$ cat src/rtl/placar_pkg.sv
`timescale 1ns/1ps
`default_nettype none
// +----------------------------------------------------------------------------+
// | placar_pkg                                                                 |
// | Shared constants and types for the scoreboard digit scan sequencer.        |
// | Rev 1.0 - initial release                                                  |
// +----------------------------------------------------------------------------+
package placar_pkg;

  // Number of score-digit positions; position N_DIGITS is the most significant
  localparam int N_DIGITS = 7;

  // Width of one recognized digit as returned by the engine
  localparam int DIGIT_W = 4;

  // Code substituted for a digit the engine could not read or never answered
  localparam logic [DIGIT_W-1:0] INVALID_DIGIT = 4'hF;

  // Binary score width; 10^N_DIGITS - 1 must fit
  localparam int SCORE_W = 24;

  // Maximum cycles spent waiting on the engine for a single job
  localparam int TIMEOUT = 1023;

  // Scan sequencer states
  typedef enum logic [2:0] {
    IDLE    = 3'd0,
    ISSUE   = 3'd1,
    WAIT    = 3'd2,
    CAPTURE = 3'd3,
    DONE    = 3'd4
  } state_e;

  // A recognized digit is usable only when it is a decimal value
  function automatic logic digit_is_valid(input logic [DIGIT_W-1:0] d);
    return (d <= 4'd9);
  endfunction

endpackage : placar_pkg
`default_nettype wire

$ cat src/rtl/placar_acumulador.sv
`timescale 1ns/1ps
`default_nettype none
// +----------------------------------------------------------------------------+
// | placar_acumulador                                                          |
// | Decimal-to-binary score accumulator: acc <= acc*10 + digit, MSD first.     |
// | Rev 1.0 - initial release                                                  |
// +----------------------------------------------------------------------------+
module placar_acumulador #(
  parameter int SCORE_W = placar_pkg::SCORE_W
) (
  input  logic                             clk,
  input  logic                             rst_n,
  input  logic                             clear_i,
  input  logic                             enable_i,
  input  logic [placar_pkg::DIGIT_W-1:0]   digit_i,
  output logic [SCORE_W-1:0]               acc_o
);
  import placar_pkg::*;

  logic [SCORE_W-1:0] acc_q;
  logic [SCORE_W-1:0] acc_d;

  // Next accumulator value: clear wins over enable; x10 built from two shifts
  always_comb begin
    acc_d = acc_q;
    if (clear_i) begin
      acc_d = '0;
    end else if (enable_i) begin
      acc_d = (acc_q << 3) + (acc_q << 1) + SCORE_W'(digit_i);
    end
  end

  // Accumulator register
  always_ff @(posedge clk or negedge rst_n) begin
    if (!rst_n) begin
      acc_q <= '0;
    end else begin
      acc_q <= acc_d;
    end
  end

  assign acc_o = acc_q;

endmodule : placar_acumulador
`default_nettype wire

$ cat src/rtl/escalonador_placar.sv
`timescale 1ns/1ps
`default_nettype none
// +----------------------------------------------------------------------------+
// | escalonador_placar                                                         |
// | Time-shares one digit-recognition engine across the scoreboard digit       |
// | positions, scanning MSD to LSD once per trigger and publishing the digits  |
// | and the accumulated binary score.                                          |
// | Rev 1.0 - initial release                                                  |
// +----------------------------------------------------------------------------+
module escalonador_placar #(
  parameter int N_DIGITS = placar_pkg::N_DIGITS,
  parameter int TIMEOUT  = placar_pkg::TIMEOUT,
  parameter int SCORE_W  = placar_pkg::SCORE_W
) (
  input  logic                  clk,
  input  logic                  rst_n,
  input  logic                  trigger,
  output logic                  eng_start,
  output logic [2:0]            eng_sel,
  input  logic                  eng_done,
  input  logic [3:0]            eng_digit,
  output logic [4*N_DIGITS-1:0] digitos,
  output logic [SCORE_W-1:0]    score,
  output logic                  score_valid,
  output logic                  busy,
  output logic                  error
);
  import placar_pkg::*;

  localparam int                 TMO_W    = $clog2(TIMEOUT + 1);
  localparam logic [TMO_W-1:0]   TMO_LAST = TMO_W'(TIMEOUT - 1);
  localparam logic [2:0]         IDX_MSD  = 3'(N_DIGITS);

  state_e                 state_q, state_d;
  logic [2:0]             idx_q, idx_d;
  logic [TMO_W-1:0]       tmo_q, tmo_d;
  logic [DIGIT_W-1:0]     digit_q, digit_d;
  logic [4*N_DIGITS-1:0]  digitos_q, digitos_d;
  logic [SCORE_W-1:0]     score_q, score_d;
  logic                   err_scan_q, err_scan_d;
  logic                   error_q, error_d;
  logic                   pending_q, pending_d;

  logic                   acc_clear;
  logic                   acc_en;
  logic                   digit_ok;
  logic [DIGIT_W-1:0]     acc_digit;
  logic [SCORE_W-1:0]     acc_val;

  // Invalid or timed-out digits contribute zero to the score
  assign digit_ok  = digit_is_valid(digit_q);
  assign acc_digit = digit_ok ? digit_q : '0;

  placar_acumulador #(
    .SCORE_W (SCORE_W)
  ) u_acumulador (
    .clk      (clk),
    .rst_n    (rst_n),
    .clear_i  (acc_clear),
    .enable_i (acc_en),
    .digit_i  (acc_digit),
    .acc_o    (acc_val)
  );

  // Next-state and datapath control for the scan sequencer
  always_comb begin
    state_d    = state_q;
    idx_d      = idx_q;
    tmo_d      = tmo_q;
    digit_d    = digit_q;
    digitos_d  = digitos_q;
    score_d    = score_q;
    err_scan_d = err_scan_q;
    error_d    = error_q;
    pending_d  = pending_q;
    acc_clear  = 1'b0;
    acc_en     = 1'b0;

    // A request arriving mid-scan is remembered once; repeats collapse
    if (trigger && (state_q != IDLE)) begin
      pending_d = 1'b1;
    end

    case (state_q)
      IDLE: begin
        if (trigger) begin
          acc_clear  = 1'b1;
          err_scan_d = 1'b0;
          idx_d      = IDX_MSD;
          state_d    = ISSUE;
        end
      end

      ISSUE: begin
        tmo_d   = '0;
        state_d = WAIT;
      end

      WAIT: begin
        // An engine answer in the last waiting cycle still beats the timeout
        if (eng_done) begin
          digit_d = eng_digit;
          state_d = CAPTURE;
        end else if (tmo_q == TMO_LAST) begin
          digit_d = INVALID_DIGIT;
          state_d = CAPTURE;
        end else begin
          tmo_d = tmo_q + TMO_W'(1);
        end
      end

      CAPTURE: begin
        for (int k = 0; k < N_DIGITS; k++) begin
          if (idx_q == 3'(k + 1)) begin
            digitos_d[k*DIGIT_W +: DIGIT_W] = digit_q;
          end
        end
        acc_en = 1'b1;
        if (!digit_ok) begin
          err_scan_d = 1'b1;
        end
        if (idx_q == 3'd1) begin
          error_d = err_scan_q | ~digit_ok;
          state_d = DONE;
        end else begin
          idx_d   = idx_q - 3'd1;
          state_d = ISSUE;
        end
      end

      DONE: begin
        // The completed score is sitting in the accumulator; keep a copy
        // before a back-to-back rescan clears it at this same edge
        score_d   = acc_val;
        pending_d = 1'b0;
        if (pending_q || trigger) begin
          acc_clear  = 1'b1;
          err_scan_d = 1'b0;
          idx_d      = IDX_MSD;
          state_d    = ISSUE;
        end else begin
          state_d = IDLE;
        end
      end

      default: begin
        state_d = IDLE;
      end
    endcase
  end

  // Sequencer and datapath registers; reset aborts any scan in flight
  always_ff @(posedge clk or negedge rst_n) begin
    if (!rst_n) begin
      state_q    <= IDLE;
      idx_q      <= IDX_MSD;
      tmo_q      <= '0;
      digit_q    <= '0;
      digitos_q  <= '0;
      score_q    <= '0;
      err_scan_q <= 1'b0;
      error_q    <= 1'b0;
      pending_q  <= 1'b0;
    end else begin
      state_q    <= state_d;
      idx_q      <= idx_d;
      tmo_q      <= tmo_d;
      digit_q    <= digit_d;
      digitos_q  <= digitos_d;
      score_q    <= score_d;
      err_scan_q <= err_scan_d;
      error_q    <= error_d;
      pending_q  <= pending_d;
    end
  end

  assign eng_start   = (state_q == ISSUE);
  assign eng_sel     = idx_q;
  assign busy        = (state_q != IDLE);
  assign score_valid = (state_q == DONE);
  assign digitos     = digitos_q;
  assign error       = error_q;
  // During the completion cycle the fresh score comes straight from the
  // accumulator; afterwards the held copy is shown until the next completion
  assign score       = (state_q == DONE) ? acc_val : score_q;

endmodule : escalonador_placar
`default_nettype wire
$ cat config.mk
export PLATFORM = sky130hd
export DESIGN_NAME = escalonador_placar
export DESIGN_NICKNAME = d
export VERILOG_FILES = /design/src/rtl/placar_pkg.sv /design/src/rtl/placar_acumulador.sv /design/src/rtl/escalonador_placar.sv
export SDC_FILE = /design/constraint.sdc
export NUM_CORES = 1
export LEC_CHECK = 0
export CORE_ASPECT_RATIO = 1.1
export CORE_UTILIZATION = 51
export CTS_CLUSTER_DIAMETER = 30
export DETAILED_ROUTE_END_ITERATION = 12
export GPL_TIMING_DRIVEN = 0
export PLACE_DENSITY = 0.82
export SYNTH_ARGS = -nofsm -noshare
export SYNTH_HDL_FRONTEND = slang
export SYNTH_SLANG_ARGS = --single-unit
$ cat constraint.sdc
create_clock -name clk -period 3 [get_ports clk]
set_input_delay 0.6 -clock clk [delete_from_list [all_inputs] [get_ports clk]]
set_output_delay 0.6 -clock clk [all_outputs]
set_load 0.01 [all_outputs]
Word level (Yosys, flattened, before mapping)
Index checks and enable logic that the tools add are counted.
- flip-flop bits (word level): 99
- output and inout bits: 59
- logic and storage cells: 92
- add/sub/neg operators: 4
- order comparisons: 1
- eq/ne operators: 19
- multiplexer cells: 29
- bitwise gates (word level): 2
- reduce and logical (&&, ||, !) cells: 21
- operators by type and width (cell ; count):
    24-bit two-way mux ; 3
    24-bit adder ; 1
    24-bit by 4-bit adder with 24-bit output ; 1
    3-bit two-way mux ; 7
    10-bit two-way mux ; 2
    10-bit one-hot mux with 2 select lines ; 1
    2-bit AND reduction ; 9
    3-bit equality test, second input constant ; 5
    3-bit one-hot mux with 5 select lines ; 1
    3-bit by 2-bit equality test with 1-bit output, second input constant ; 4
    4-bit two-way mux ; 3
    10-bit by 1-bit adder with 10-bit output, second input constant ; 1
    10-bit equality test, second input constant ; 1
    2-bit != test, second input constant ; 5
    1-bit two-way mux ; 9
    3-bit one-hot mux with 3 select lines ; 1
    4-bit AND reduction ; 2
    2-bit nonzero test ; 4
    3-bit by 1-bit equality test with 1-bit output, second input constant ; 2
    3-bit nonzero test ; 2
    4-bit less-or-equal comparator, second input constant ; 1
    3-bit logical NOT ; 1
    3-bit != test, second input constant ; 1
    1-bit one-hot mux with 3 select lines ; 1
    8 further kinds ; 8

Longest topological paths before layout
- word-level depth: 5
- gate-level depth with buffers: 12

Modules after synthesis
Synthesis repeated with hierarchy kept, for this count alone.
- cell total of the unflattened synthesis: 522
- area total of the unflattened synthesis: 5730.5 µm²
- by module, submodules not included (module ; instances ; cells each ; area each (µm²) ; seq. area each (µm²)):
    escalonador_placar ; 1 ; 245 ; 3251.9 ; 1880.6
    placar_acumulador ; 1 ; 277 ; 2478.6 ; 600.6

Worst setup path after synthesis
OpenSTA, ideal clock, no wires.
- path type: register to register
- from: reg digit_q[1]
- to: reg u_acumulador.acc_q[10], in the netlist u_acumulador.acc_o[10]
- library setup time: 0.135 ns
- arrival: 2.686 ns
- data required time: 2.865 ns
- path slack: 0.178 ns
- cell stages (with the launch flop): 13
- buffers on the path: 1
- cells stage by stage: dfrtp_1 clkbuf_1 nor2_1 nand2_1 fa_1 inv_1 fa_1 a21oi_1 o221ai_1 a21o_1 a21oi_1 xor2_1 o21ai_0
- word-level cells in the longest chain between the ends: 5
- ends and longest elaborated chain (element ; line ; text):
    from (decl) ; escalonador_placar.sv:37 ; logic [DIGIT_W-1:0] digit_q, digit_d;
    from (signal assigned) ; escalonador_placar.sv:168 ; digit_q <= digit_d;
    4-bit less-or-equal comparator ; placar_pkg.sv:36 ; return (d <= 4'd9);
    4-bit two-way mux (*) ; escalonador_placar.sv:52 ; assign acc_digit = digit_ok ? digit_q : '0;
    24-bit by 4-bit adder with 24-bit output (*) ; placar_acumulador.sv:29 ; acc_d = (acc_q << 3) + (acc_q << 1) + SCORE_W'(digit_i);
    24-bit two-way mux (*) ; placar_acumulador.sv:28 ; end else if (enable_i) begin
    24-bit two-way mux (*) ; placar_acumulador.sv:26 ; if (clear_i) begin
    to (signal assigned) ; placar_acumulador.sv:36 ; acc_q <= '0;
    to (signal assigned) ; placar_acumulador.sv:38 ; acc_q <= acc_d;
    to (decl) ; placar_acumulador.sv:20 ; logic [SCORE_W-1:0] acc_q;
Every way passes the cells marked *; elsewhere a longest branch is shown, timed or not. The select of a mux whose other input is x is not followed.
A chain may end at the register's enable or synchronous reset.

Worst setup path after layout
- from: reg state_q[0]
- to: out score[16]
- word-level cells in the longest chain between the ends: 2
- ends and longest elaborated chain (element ; line ; text):
    from (decl) ; escalonador_placar.sv:34 ; state_e state_q, state_d;
    from (signal assigned) ; escalonador_placar.sv:165 ; state_q <= state_d;
    3-bit equality test ; escalonador_placar.sv:185 ; assign score = (state_q == DONE) ? acc_val : score_q;
    24-bit two-way mux ; - ;
    to (decl) ; escalonador_placar.sv:23 ; output logic [SCORE_W-1:0] score,
No other way between the ends.

==> impl_metrics.csv <==
group,metric,value,unit
outcome,run_status,"complete, no violations",
synth,yosysWarningCount,0,
setup_path,crit_fanout,10,
sta,setup_tns,0,ns
sta,min_period_over_period,96.9,%
synth,synth-edff-count,0,
setup_path,arrival,2.31,ns
setup_path,crit_required,2.40,ns
floorplan,dieArea,0.0113,mm2
floorplan,pin_count,67,
global_route,globalRouteTotalUtil,24.8,%
route,final_antenna_net_count,0,
synth,postSynthAreaPerCell,10.8,um2
min_path,timing.hold.worst.class,"input port to async pin",
synth,async_reset_ff_share,100,%
place,placement.io_buffers,66,
power,p_sw,0.00248,W
floorplan,die-width,101,um
global_route,first_global_vias,4427,
layout,multi_input_comb_area,0.00296,mm2
setup_path,critical_path.startpoint_type,"flop",
layout,num-fill-cells,805,
floorplan,initial_utilization,52.8,%
place,gp_routability_congestion,0.889,
cts,cts_hold_buffers,0,
synth,synth_flop_cell,"sky130_fd_sc_hd__dfrtp_1",
power,ir_worst_vdd,0.545,mV
power,powerDensity,916,mW/mm2
route,drc_errors,0,
route,postRouteWirelength,12900,um
route,vias_per_cell,5.74,
job,drv_cap,0,
cts,ctsHtreeMaxLevel,3,
sta,max_slew.worst_pin.slew,0.746,ns
synth,yosys_register_bits,99,
global_route,grt_max_degree,75,
sta,maxSlewViolCount,0,
sta,hold_violations,0,
synth,dominant_cells_by_area_after_synthesis,"sky130_fd_sc_hd__dfrtp_1 (43%), sky130_fd_sc_hd__ha_1 (11%), sky130_fd_sc_hd__mux2_2 (11%)",
cts,numCtsBuffers,9,
place,placedInstanceArea,0.00640,mm2
place,place_hpwl,9280,um
sta,finClkSkew,0.0119,ns
synth,yosys.cell_count.top_type,"sky130_fd_sc_hd__dfrtp_1",
layout,layout-area-overhead-vs-synth,23.7,%
power,leakage,3.20,nW
global_route,grt-ovfl-total,0,
floorplan,core_area,0.0105,mm2
cts,clockBufferDepth,2,
sta,worst_hold_slack_across_all_endpoints,0.155,ns
synth,synth-seq-area-share,44.8,%
synth,mappedNetlistNets,570,
power,swShare,39.5,%
layout,layout-drive-gt1-share,19.5,%
power,power.share.combinational,47.5,%
synth,yosysTopAreaCell,"sky130_fd_sc_hd__dfrtp_1",
route,drt_iter0_markers,216,
synth,netlist_area,0.00554,mm2
synth,distinct_cell_type_count_after_synthesis,67,
global_route,grt_first_pass_wirelength,21800,um
synth,yosys-top-cells-count,"sky130_fd_sc_hd__dfrtp_1 (96), sky130_fd_sc_hd__mux2_2 (52), sky130_fd_sc_hd__ha_1 (49)",
floorplan,std_cell_rows,39,
power,power.share.clock,19.9,%
layout,final_area,0.00685,mm2
cts,cts_tree,"yes",
global_route,number_of_antenna_violations_at_the_first_check_in_global_routing,0,
synth,post-synth-top-area-fraction,43.4,%
cts,cts_sinks,99,
cts,cts.reportedPaths.clkPinSlew,0.07,ns
layout,finish.net_count,655,
route,drt_first_pass_iters,4,
route,routedWlPerCell,17.3,um
layout,post-route-util,65.3,%
layout,ant_diodes,0,
power,p_seq_share,32.6,%
synth,netlist_instances,511,
layout,register_area,0.00248,mm2
sta,achievable_freq,344,MHz
cts,cts_root_buffer_type,"sky130_fd_sc_hd__clkbuf_16",
setup_path,crit_type,"flop to output pin",
setup_path,crit_path_end_kind,"output pin",
sta,slew_headroom,50.1,%
floorplan,fp.dieH,111,um
sta,setup_violations,0,
power,p_int,0.00380,W
route,vias,4268,
sta,period_minus_slack,2.91,ns
cts,clk_latency,0.35,ns
-- layer usage --
layer	vias to the layer above	GRT usage [%]	part of all wire, %
li1	2014	-	-
met1	2116	30.7	42
met2	115	41.1	50
met3	23	5.80	5.5
met4	0	10.3	2.5
met5	-	0	0
-- area by class of cell --
class                   instances  area share (%)
multi-input cells             376            43.2
flip-flops and latches         99            36.2
repair buffers                 76            11.0
clock buffers                  11            3.69
well taps                     143            2.61
plain buffers                  20            1.55
clock inverters                 5           0.986
inverters                      14           0.767
-- layout by cell type (no fill, tap or decap), drive strengths merged, types with 13 or more instances in the layout --
| cell | instances |
|---|---|
| a21oi | 25 |
| buf | 23 |
| clkbuf | 19 |
| clkdlybuf4s50 | 65 |
| dfrtp | 96 |
| ha | 49 |
| inv | 17 |
| mux2 | 52 |
| nand2 | 46 |
| nand3 | 13 |
| nor2 | 27 |
| o21ai | 26 |
-- registers in the layout, indices dropped and copies added (netlist names) --
register / count
score_q: 24
state_q: 3
tmo_q: 10
digitos: 28
eng_sel: 3
error: 1
pending_q: 1
u_acumulador.acc_o: 24
err_scan_q: 1
digit_q: 4
-- worst max-delay path: stages, from the launching register on --
cell and delay, ns:
sky130_fd_sc_hd__dfrtp_1 0.35, sky130_fd_sc_hd__buf_2 0.17, sky130_fd_sc_hd__nor3b_4 0.32, sky130_fd_sc_hd__buf_4 0.26, sky130_fd_sc_hd__mux2_2 0.37, sky130_fd_sc_hd__clkdlybuf4s50_1 0.48
-- kinds of logic (layout without fill, tap and decap cells) --
kind of cell	after synthesis	after routing	synth area share (%)
xor gates and xnor gates	22	22	3.48
and+or+nand+nor	141	141	12.8
adders and majority gates	51	51	11.8
AOI/OAI and AO/OA	107	107	13.3
muxes	55	55	11.1
buffers and inverters	36	126	2.76
DFF	99	99	44.8
-- power by group through the flow --
stage	combinational, W	sequential (W)	clock, W
2_1_floorplan	0.00182	0.00204	0
3_3_place_gp	0.00278	0.00202	0
3_5_place_dp	0.00288	0.00204	0
4_1_cts	0.00287	0.00207	0.00126
5_1_grt	0.00331	0.00210	0.00132
6_report	0.00298	0.00205	0.00125
-- per-stage QoR --
step	cells	power [W]	setup slack, ns
finish	744	0.00628	0.0919
global route	744	0.00673	-0.0286
CTS	737	0.00620	-0.0392
detailed placement	721	0.00493	-0.280
global placement	720	0.00479	-2.25
floorplan	511	0.00386	0.178
-- worst paths after layout --
path,startpoint,endpoint,slack (ns),depth (start not counted)
min in group clk,score_q[10],score_q[10],0.50,1
worst min register to register,score_q[10],score_q[10],0.50,1
worst min-delay path,rst_n,score_q[14],0.16,1
worst max register to register,digit_q[1],u_acumulador.acc_o[21],0.12,11
max in group asynchronous,rst_n,eng_sel[0],2.14,2
worst max-delay path,state_q[0],score[16],0.09,5
-- repair_timing --
item / in CTS / in global routing
pin swaps: 3 / 3
setup buffers: 2 / 7
setup endpoints to repair: 32 / 32
resized for setup: 6 / 16
hold endpoints to repair: 0 / 0
No activity file was read; power rests on OpenSTA's default activity.
